$ cat src/rtl/alu_ctrl_pkg.sv
// Shared encodings for the ALU controller and its multiply/divide unit:
// funct codes, ALU control codes, mul/div op and FSM state types.
package alu_ctrl_pkg;

    localparam logic [5:0] F_MFHI  = 6'd16;
    localparam logic [5:0] F_MFLO  = 6'd18;
    localparam logic [5:0] F_MULT  = 6'd24;
    localparam logic [5:0] F_MULTU = 6'd25;
    localparam logic [5:0] F_DIV   = 6'd26;
    localparam logic [5:0] F_DIVU  = 6'd27;
    localparam logic [5:0] F_ADD   = 6'd32;
    localparam logic [5:0] F_SUB   = 6'd34;
    localparam logic [5:0] F_AND   = 6'd36;
    localparam logic [5:0] F_OR    = 6'd37;
    localparam logic [5:0] F_SLT   = 6'd42;

    typedef enum logic [3:0] {
        ALU_AND  = 4'd0,
        ALU_OR   = 4'd1,
        ALU_ADD  = 4'd2,
        ALU_SLT  = 4'd4,
        ALU_SUB  = 4'd6,
        ALU_MFLO = 4'd13,
        ALU_MFHI = 4'd14,
        ALU_NOP  = 4'd15
    } alu_ctrl_e;

    typedef enum logic [1:0] {
        MD_MULT,
        MD_MULTU,
        MD_DIV,
        MD_DIVU
    } md_op_e;

    typedef enum logic [1:0] {
        IDLE,
        RUN,
        FIX
    } state_e;

    function automatic logic md_signed(md_op_e op);
        return (op == MD_MULT) || (op == MD_DIV);
    endfunction

endpackage

$ cat src/rtl/alu_ctrl_muldiv_core.sv
// Iterative magnitude datapath: shift-add multiply or restoring divide,
// one bit per step, sharing the hi/lo registers between both modes.
module muldiv_core #(
    parameter int DATA_W = 32
) (
    input  logic              clk,
    input  logic              rst,
    input  logic              load,
    input  logic              step,
    input  logic              is_div,
    input  logic [DATA_W-1:0] a,
    input  logic [DATA_W-1:0] b,
    output logic [DATA_W-1:0] hi,
    output logic [DATA_W-1:0] lo,
    output logic              last
);

    localparam int CNT_W = (DATA_W > 2) ? $clog2(DATA_W) : 1;

    logic [CNT_W-1:0]  cnt;
    logic [DATA_W-1:0] opnd;
    logic              div_mode;
    logic [DATA_W:0]   sum;
    logic [DATA_W:0]   sh;
    logic [DATA_W:0]   diff;
    logic              ge;

    assign last = (cnt == CNT_W'(DATA_W - 1));

    always_comb begin
        sum  = {1'b0, hi} + (lo[0] ? {1'b0, opnd} : '0);
        sh   = {hi, lo[DATA_W-1]};
        diff = sh - {1'b0, opnd};
        ge   = (sh >= {1'b0, opnd});
    end

    // lo holds the multiplier (mul) or the dividend/quotient (div)
    always_ff @(posedge clk or posedge rst) begin
        if (rst) begin
            cnt      <= '0;
            opnd     <= '0;
            div_mode <= 1'b0;
            hi       <= '0;
            lo       <= '0;
        end else if (load) begin
            cnt      <= '0;
            div_mode <= is_div;
            opnd     <= is_div ? b : a;
            lo       <= is_div ? a : b;
            hi       <= '0;
        end else if (step) begin
            cnt <= last ? '0 : cnt + 1'b1;
            if (div_mode) begin
                hi <= ge ? diff[DATA_W-1:0] : sh[DATA_W-1:0];
                lo <= {lo[DATA_W-2:0], ge};
            end else begin
                hi <= sum[DATA_W:1];
                lo <= {sum[0], lo[DATA_W-1:1]};
            end
        end
    end

endmodule

$ cat src/rtl/alu_ctrl_muldiv.sv
// ALU control decode plus multi-cycle MULT/DIV sequencing, HI/LO
// registers and front-end stall generation.
module alu_ctrl_muldiv
    import alu_ctrl_pkg::*;
#(
    parameter int DATA_W  = 32,
    parameter int ALUOP_W = 4,
    parameter int FUNCT_W = 6
) (
    input  logic               clk_i,
    input  logic               rst_i,
    input  logic [FUNCT_W-1:0] funct_i,
    input  logic [ALUOP_W-1:0] ALUOp_i,
    input  logic               valid_i,
    input  logic [DATA_W-1:0]  src1_i,
    input  logic [DATA_W-1:0]  src2_i,
    output logic [ALUOP_W-1:0] ALUCtrl_o,
    output logic               stall_o,
    output logic               busy_o,
    output logic               done_o,
    output logic [DATA_W-1:0]  hi_o,
    output logic [DATA_W-1:0]  lo_o
);

    state_e    state;
    alu_ctrl_e ctrl;
    md_op_e    md_op;
    logic      is_md;
    logic      is_mf;
    logic      rtype;
    logic      start;
    logic      sgn;
    logic      is_div;
    logic      dz;
    logic      s1n;
    logic      s2n;

    logic [DATA_W-1:0] a_mag;
    logic [DATA_W-1:0] b_mag;
    logic [DATA_W-1:0] core_hi;
    logic [DATA_W-1:0] core_lo;
    logic              core_last;

    logic                is_div_q;
    logic                neg_q;
    logic                neg_r;
    logic                dz_q;
    logic [2*DATA_W-1:0] prod_s;

    always_comb begin
        ctrl  = ALU_NOP;
        md_op = MD_MULT;
        is_md = 1'b0;
        is_mf = 1'b0;
        unique case (funct_i)
            FUNCT_W'(F_ADD):   ctrl = ALU_ADD;
            FUNCT_W'(F_SUB):   ctrl = ALU_SUB;
            FUNCT_W'(F_AND):   ctrl = ALU_AND;
            FUNCT_W'(F_OR):    ctrl = ALU_OR;
            FUNCT_W'(F_SLT):   ctrl = ALU_SLT;
            FUNCT_W'(F_MFHI): begin
                ctrl  = ALU_MFHI;
                is_mf = 1'b1;
            end
            FUNCT_W'(F_MFLO): begin
                ctrl  = ALU_MFLO;
                is_mf = 1'b1;
            end
            FUNCT_W'(F_MULT):  begin md_op = MD_MULT;  is_md = 1'b1; end
            FUNCT_W'(F_MULTU): begin md_op = MD_MULTU; is_md = 1'b1; end
            FUNCT_W'(F_DIV):   begin md_op = MD_DIV;   is_md = 1'b1; end
            FUNCT_W'(F_DIVU):  begin md_op = MD_DIVU;  is_md = 1'b1; end
            default:           ctrl = ALU_NOP;
        endcase
    end

    assign rtype     = (ALUOp_i == {ALUOP_W{1'b1}});
    assign ALUCtrl_o = rtype ? ALUOP_W'(ctrl) : ALUOp_i;
    assign stall_o   = valid_i & rtype & (is_md | is_mf) & (state != IDLE);
    assign start     = valid_i & rtype & is_md & (state == IDLE);

    assign sgn    = md_signed(md_op);
    assign is_div = (md_op == MD_DIV) || (md_op == MD_DIVU);
    assign dz     = is_div && (src2_i == '0);
    assign s1n    = sgn & src1_i[DATA_W-1];
    assign s2n    = sgn & src2_i[DATA_W-1];
    // on divide-by-zero the raw dividend rides through the core's lo register
    assign a_mag  = (s1n & ~dz) ? -src1_i : src1_i;
    assign b_mag  = s2n ? -src2_i : src2_i;
    assign prod_s = neg_q ? -{core_hi, core_lo} : {core_hi, core_lo};

    muldiv_core #(
        .DATA_W(DATA_W)
    ) u_core (
        .clk    (clk_i),
        .rst    (rst_i),
        .load   (start),
        .step   (state == RUN),
        .is_div (is_div),
        .a      (a_mag),
        .b      (b_mag),
        .hi     (core_hi),
        .lo     (core_lo),
        .last   (core_last)
    );

    always_ff @(posedge clk_i or posedge rst_i) begin
        if (rst_i) begin
            state    <= IDLE;
            busy_o   <= 1'b0;
            done_o   <= 1'b0;
            hi_o     <= '0;
            lo_o     <= '0;
            is_div_q <= 1'b0;
            neg_q    <= 1'b0;
            neg_r    <= 1'b0;
            dz_q     <= 1'b0;
        end else begin
            done_o <= 1'b0;
            case (state)
                IDLE: begin
                    if (start) begin
                        busy_o   <= 1'b1;
                        is_div_q <= is_div;
                        dz_q     <= dz;
                        neg_q    <= ~dz & (s1n ^ s2n);
                        neg_r    <= ~dz & s1n;
                        state    <= dz ? FIX : RUN;
                    end
                end
                RUN: begin
                    if (core_last) state <= FIX;
                end
                FIX: begin
                    state  <= IDLE;
                    busy_o <= 1'b0;
                    done_o <= 1'b1;
                    if (dz_q) begin
                        hi_o <= core_lo;
                        lo_o <= '1;
                    end else if (is_div_q) begin
                        hi_o <= neg_r ? -core_hi : core_hi;
                        lo_o <= neg_q ? -core_lo : core_lo;
                    end else begin
                        {hi_o, lo_o} <= prod_s;
                    end
                end
                default: state <= IDLE;
            endcase
        end
    end

endmodule

$ cat config.mk
export PLATFORM = sky130hd
export DESIGN_NAME = alu_ctrl_muldiv
export DESIGN_NICKNAME = d
export VERILOG_FILES = /design/src/rtl/alu_ctrl_pkg.sv /design/src/rtl/alu_ctrl_muldiv_core.sv /design/src/rtl/alu_ctrl_muldiv.sv
export SDC_FILE = /design/constraint.sdc
export NUM_CORES = 1
export LEC_CHECK = 0
export CORE_MARGIN = 1.5
export CORE_UTILIZATION = 60
export DETAILED_ROUTE_END_ITERATION = 8
export PLACE_DENSITY = 0.83
export SYNTH_ARGS = -nofsm -noshare
export SYNTH_HDL_FRONTEND = slang
export SYNTH_HIERARCHICAL = 1
export SYNTH_SLANG_ARGS = --single-unit
$ cat constraint.sdc
create_clock -name clk_i -period 6.2 [get_ports clk_i]
set_input_delay 0.62 -clock clk_i [delete_from_list [all_inputs] [get_ports clk_i]]
set_output_delay 0.62 -clock clk_i [all_outputs]
set_load 0.005 [all_outputs]
Yosys cells after proc, flatten, opt, wreduce, memory -nomap -nowiden --
Index checks and enable logic that the tools add are counted. Widths: inputs -> output; s select.
Cells by class: add/sub/neg operators 8, magnitude comparators 1, eq/ne operators 19, muxes and demuxes 34, bitwise operators 12, reduce and logical (&&, ||, !) cells 14
Operators with widths (count):
- $mux 32 | 18
- $neg 32->32 | 4
- $mux 64 | 1
- $neg 64->64 | 1
- $eq 6x5->1 const B | 6
- $add 32x32->33 | 1
- $ge 33x32->1 | 1
- $logic_not 32->1 | 1
- $sub 32x32->32 | 1
- $eq 6x6->1 const B | 5
- $pmux 4 s7 | 1
- $mux 5 | 3
- $and 1x1->1 | 9
- $eq 2x2->1 const B | 3
- $mux 2 | 3
- $pmux 2 s3 | 1
- $reduce_and 2->1 | 3
- $reduce_bool 2->1 | 3
- $add 5x1->5 const B | 1
- $eq 5x5->1 const B | 1
- $eq 4x4->1 const B | 1
- $logic_not 2->1 | 2
- $mux 1 | 4
- $mux 4 | 1
- other kinds (11) | 13
Storage, ports and cells: flip-flop bits (word level) 174, input bits 77, output and inout bits 71, logic and storage cells 102

Logic depth before layout (Yosys ltp) --
word-level depth 10, mapped depth 15, mapped depth without buffers 14

Hierarchy --
The synthesis kept the hierarchy.
By module, submodules not included:
- muldiv_core | times used 1, cells an instance 1107, area each 9120.0 um^2, seq. area each 2552.4 um^2
- alu_ctrl_muldiv | times used 1, cells an instance 797, area each 6204.7 um^2, seq. area each 1801.7 um^2

Worst setup path before layout --
No wires, ideal clock.
path kind flip-flop to flip-flop, start register u_core.hi[7], end register u_core.hi[31], library setup time 0.122 ns, arrival 2.987 ns, data required time 6.078 ns, path slack 3.092 ns, stages on the path, launching flop included 14, path buffers 2, period minus slack after synthesis 3.108 ns, path through dfrtp_1 -> ha_1 -> buf_2 -> a21oi_2 -> o21ai_1 -> and3_1 -> a211oi_2 -> o211ai_1 -> a2111o_1 -> nand4_1 -> nand2_2 -> buf_6 -> o311a_1 -> a32o_1
Between the ends: cells in the longest elaborated chain, start to end 5, elaborated cells between the ends (all ways) 7, those cells by class add/sub (2); order compare (1); mux (4)
RTL lines:
- start: declaration | RTL line alu_ctrl_muldiv_core.sv:13 | output logic [DATA_W-1:0] hi,
- start signal: assignment | RTL line alu_ctrl_muldiv_core.sv:54 | hi <= ge ? diff[DATA_W-1:0] : sh[DATA_W-1:0];
- start signal: assignment | RTL line alu_ctrl_muldiv_core.sv:57 | hi <= sum[DATA_W:1];
- $sub 32x32->32 or $ge 33x32->1 (tied branches) | RTL line alu_ctrl_muldiv_core.sv:33, alu_ctrl_muldiv_core.sv:34
- $mux 32 | RTL line alu_ctrl_muldiv_core.sv:54
- $mux 32 (*) | RTL line alu_ctrl_muldiv_core.sv:53 | if (div_mode) begin
- $mux 32 (*) | RTL line alu_ctrl_muldiv_core.sv:51 | end else if (step) begin
- $mux 32 (*) | RTL line alu_ctrl_muldiv_core.sv:45 | end else if (load) begin
Every way passes the cells marked *; elsewhere a longest branch is shown, timed or not. The select of a mux whose other input is x is not followed. A chain may end at the register's enable or synchronous reset.

Worst setup path in the final report --
start register u_core.hi[24], end register u_core.hi[21]
Between the ends: cells in the longest elaborated chain, start to end 5
RTL lines:
- $ge 33x32->1 | RTL line alu_ctrl_muldiv_core.sv:34 | ge = (sh >= {1'b0, opnd});
- $mux 32 | RTL line alu_ctrl_muldiv_core.sv:54
- $mux 32 | RTL line alu_ctrl_muldiv_core.sv:53
- $mux 32 | RTL line alu_ctrl_muldiv_core.sv:51
- $mux 32 | RTL line alu_ctrl_muldiv_core.sv:45
No other way between the ends. The select of a mux whose other input is x is not followed.

==> flow_summary.yaml <==
cts:
  cts.repair.resized: 0
  clk_latency_ps: 440
  cts_sinks: 174
  cts_setup_buffers: 0
  hold_buffers: 0
  cts_buffers: 17
  htreeDepth: 4
  cts_tree: "built"
  cts_root_buf: "clkbuf_16"
  cts.clk_slew.worst_paths_ps: 80
  clockBufferDepth: 2
drt:
  drt-initial-drc-count: 1943
  wire_per_inst_um: 23.7
  vias: 15936
  ant_nets: 0
  wirelength_mm: 55.2
  dr.pass1.iters: 6
  drc: 0
  drt-vias-per-instance: 6.83
timing:
  rsz0062_at_grt: "false"
  final-hold-violation-count: 0
  max_freq_mhz: 252
  setup_tns_ps: 0
  slew_headroom_pct: 14.3
  worst_pin_slew_ps: 1280
  worst_slack_ps: 2230
  maxSlewViolCount: 0
  period_share_pct: 64.0
  setup_violations: 0
  skew_ps: 15.9
  fin_crit_ps: 3970
  whs_ps: 507
floorplan:
  row_count: 58
  start_util_pct: 61.0
  core_area_um2: 25100
  die_h_um: 163
  die_area_um2: 26500
  die_x_um: 163
  io_pins: 148
pwr:
  powerDensity_nw_per_um2: 279
  power_uw: 4900
  max-vdd-ir-drop_mv: 0.182
  power_leakage_uw: 0.00711
global_routing:
  first_global_vias: 15062
  grt_max_degree: 145
  track_usage_pct: 41.6
  antenna_found_initial: 1
  grt_pass1_wl_mm: 84.4
  grt_overflow_total: 0
synthesis:
  ys.flop_type: "dfrtp_1"
  synthTopCellsByArea: "dfrtp_1 (28%), mux2i_1 (7.0%), a21oi_1 (6.6%), ha_1 (5.7%), xnor2_1 (5.4%)"
  yosysTopAreaCellShare_pct: 28.4
  synthesis.nets: 2053
  netlist_area_um2: 15300
  yosys_warnings: 6
  avgSynthCellArea_um2: 8.05
  synthDistinctLibCells: 83
  synth-seq-cells: 174
  seq_area_frac_synth_pct: 28.4
  yosysTopAreaCell: "dfrtp_1"
  synth_edf_count: 0
  synth-async-reset-ratio_pct: 100
  syn_inst: 1904
critical_path:
  startpoint_type: "register"
  crit_fanout: 16
  slowest_stage: "dfrtp_1"
  critPathRequiredTime_ps: 6530
  crit_arrival_ps: 4300
  crit_chain: "ha_1 > and2_1 > and3_1 > and3_1 > nand4_1 > nor4_1 > o31ai_1 > nand2_1 > nor2_4 > a31oi_1 > a311oi_1"
  slowest_delay_ps: 720
  critPathBufInv: 0
  reg2reg_to: "u_core/hi[21]$_DFFE_PP0P_"
  crit_top_cell: "and3_1"
  rr_worst_depth: 11
  crit_type: "register to register"
  critPathTopFamily: "simple AND/OR/NAND/NOR gates"
  reg2reg_from: "u_core/hi[24]$_DFFE_PP0P_"
  r2r_slack_ps: 2230
  worstSetupEndpointType: "register"
layout:
  area_growth_pct: 14.6
  final_util_pct: 70.0
  layout_commonest_cell: "a21oi_1"
  diodes: 0
  drive_gt1_share_pct: 4.75
  final_cell_mix: "a21oi_1 (202), nor2_1 (183), dfrtp_1 (173)"
  nets: 2138
placed_design:
  dp_worst_setup_slack_ps: 2180
  portBuffers: 147
  gp_congestion: 1.03
  dp_hpwl_mm: 41.1
min_path:
  holdCritPathClass: "register to register"
  min_from: "hi_o[0]$_DFFE_PP0P_"
  holdPathEnd: "hi_o[0]$_DFFE_PP0P_"
  holdPathStages: 2
run_status:
  outcome: "complete, no violations"
job:
  maxCapViolCount: 0
cells in the mapped netlist, types with 6 or more instances:
cell type / n
nor4_1: 25
or4_1: 22
o21ai_0: 105
o21a_1: 9
nand3b_1: 6
dfrtp_1: 174
a31oi_1: 20
o31ai_1: 30
or3_1: 24
inv_1: 73
mux2i_1: 107
and3_1: 24
nand2b_1: 14
buf_1: 8
o22ai_1: 18
o21ai_1: 30
o41ai_1: 6
o221ai_1: 6
a21o_1: 24
a211oi_1: 52
buf_2: 8
o211ai_1: 18
nand3_1: 38
nor3_1: 40
nor2b_1: 9
nor3b_1: 6
nand2_1: 138
nor2_1: 184
xor2_1: 75
nand4_1: 19
xnor2_1: 94
o21bai_1: 9
and2_1: 44
or2_2: 7
a21oi_1: 202
a21boi_0: 6
ha_1: 70
clkbuf_1: 79
per-stage QoR:
stage                     cells  area [µm²]
after floorplan            1904       15300
after CTS                  2332       17600
after global placement     2300       17000
after detailed placement   2300       17000
final                      2332       17600
after global routing       2332       17600
routing by layer:
metal,track usage (%),vias to the layer above,part of all wire [%]
met5,0,-,0
met4,25.6,0,6.8
met3,7.49,226,9.2
met2,66.2,988,46
met1,52.4,7584,38
li1,-,7138,-
logic make-up (layout without fill, tap and decap cells):
group                    after synthesis  in the layout  synth area share [%]
buffers and inverters                174            272                  4.52
AND/OR/NAND/NOR                      616            616                  20.1
XOR/XNOR                             169            169                  9.66
multiplexers                         108            108                  7.06
AO/OA/AOI/OAI                        591            591                  24.3
adder cells (fa/ha/maj)               72             72                  5.98
flip-flops                           174            174                  28.4
how the worst max path moves through the flow:
stage | slack (ps) | depth (start not counted) | from | endpoint
4_1_cts | 2410 | 11 | u_core/hi[25]$_DFFE_PP0P_ | u_core/hi[21]$_DFFE_PP0P_
2_1_floorplan | 2900 | 1 | rst_i | u_core/cnt[0]$_DFFE_PP0P_
3_5_place_dp | 2180 | 10 | src2_i[9] | u_core/opnd[1]$_DFFE_PP0P_
5_1_grt | 2000 | 15 | u_core/lo[0]$_DFFE_PP0P_ | u_core/hi[27]$_DFFE_PP0P_
3_3_place_gp | 2250 | 10 | src2_i[13] | u_core/opnd[1]$_DFFE_PP0P_
6_report | 2230 | 11 | u_core/hi[24]$_DFFE_PP0P_ | u_core/hi[21]$_DFFE_PP0P_
layout make-up:
cell class              count  area, µm²
repair buffers            165       1620
clock inverters            15        183
inverters                  75        285
well taps                 330        413
fillers                  2086       7540
multi-input cells        1556      10300
clock buffers              17        425
flip-flops and latches    174       4360
where the power goes:
part           switching, µW  internal, µW  total, µW
Sequential               343          1250       1590
Clock                    559           549       1110
Combinational           1280           915       2200
flip-flops by register name, summed over array words and instances (netlist names):
register	flops
lo_o	32
u_core/lo	32
state	2
u_core/cnt	5
neg_q	1
u_core/hi	32
hi_o	32
done_o	1
is_div_q	1
u_core/opnd	32
u_core/div_mode	1
neg_r	1
dz_q	1
busy_o	1
worst register-to-register path, delay by kind of cell (launching register included):
family	cells	cell delay (ps)
adders and majority gates	1	420
AOI/OAI and AO/OA	3	740
and+or+nand+nor	7	1950
DFF	1	720
No activity file was read; power rests on OpenSTA's default activity.
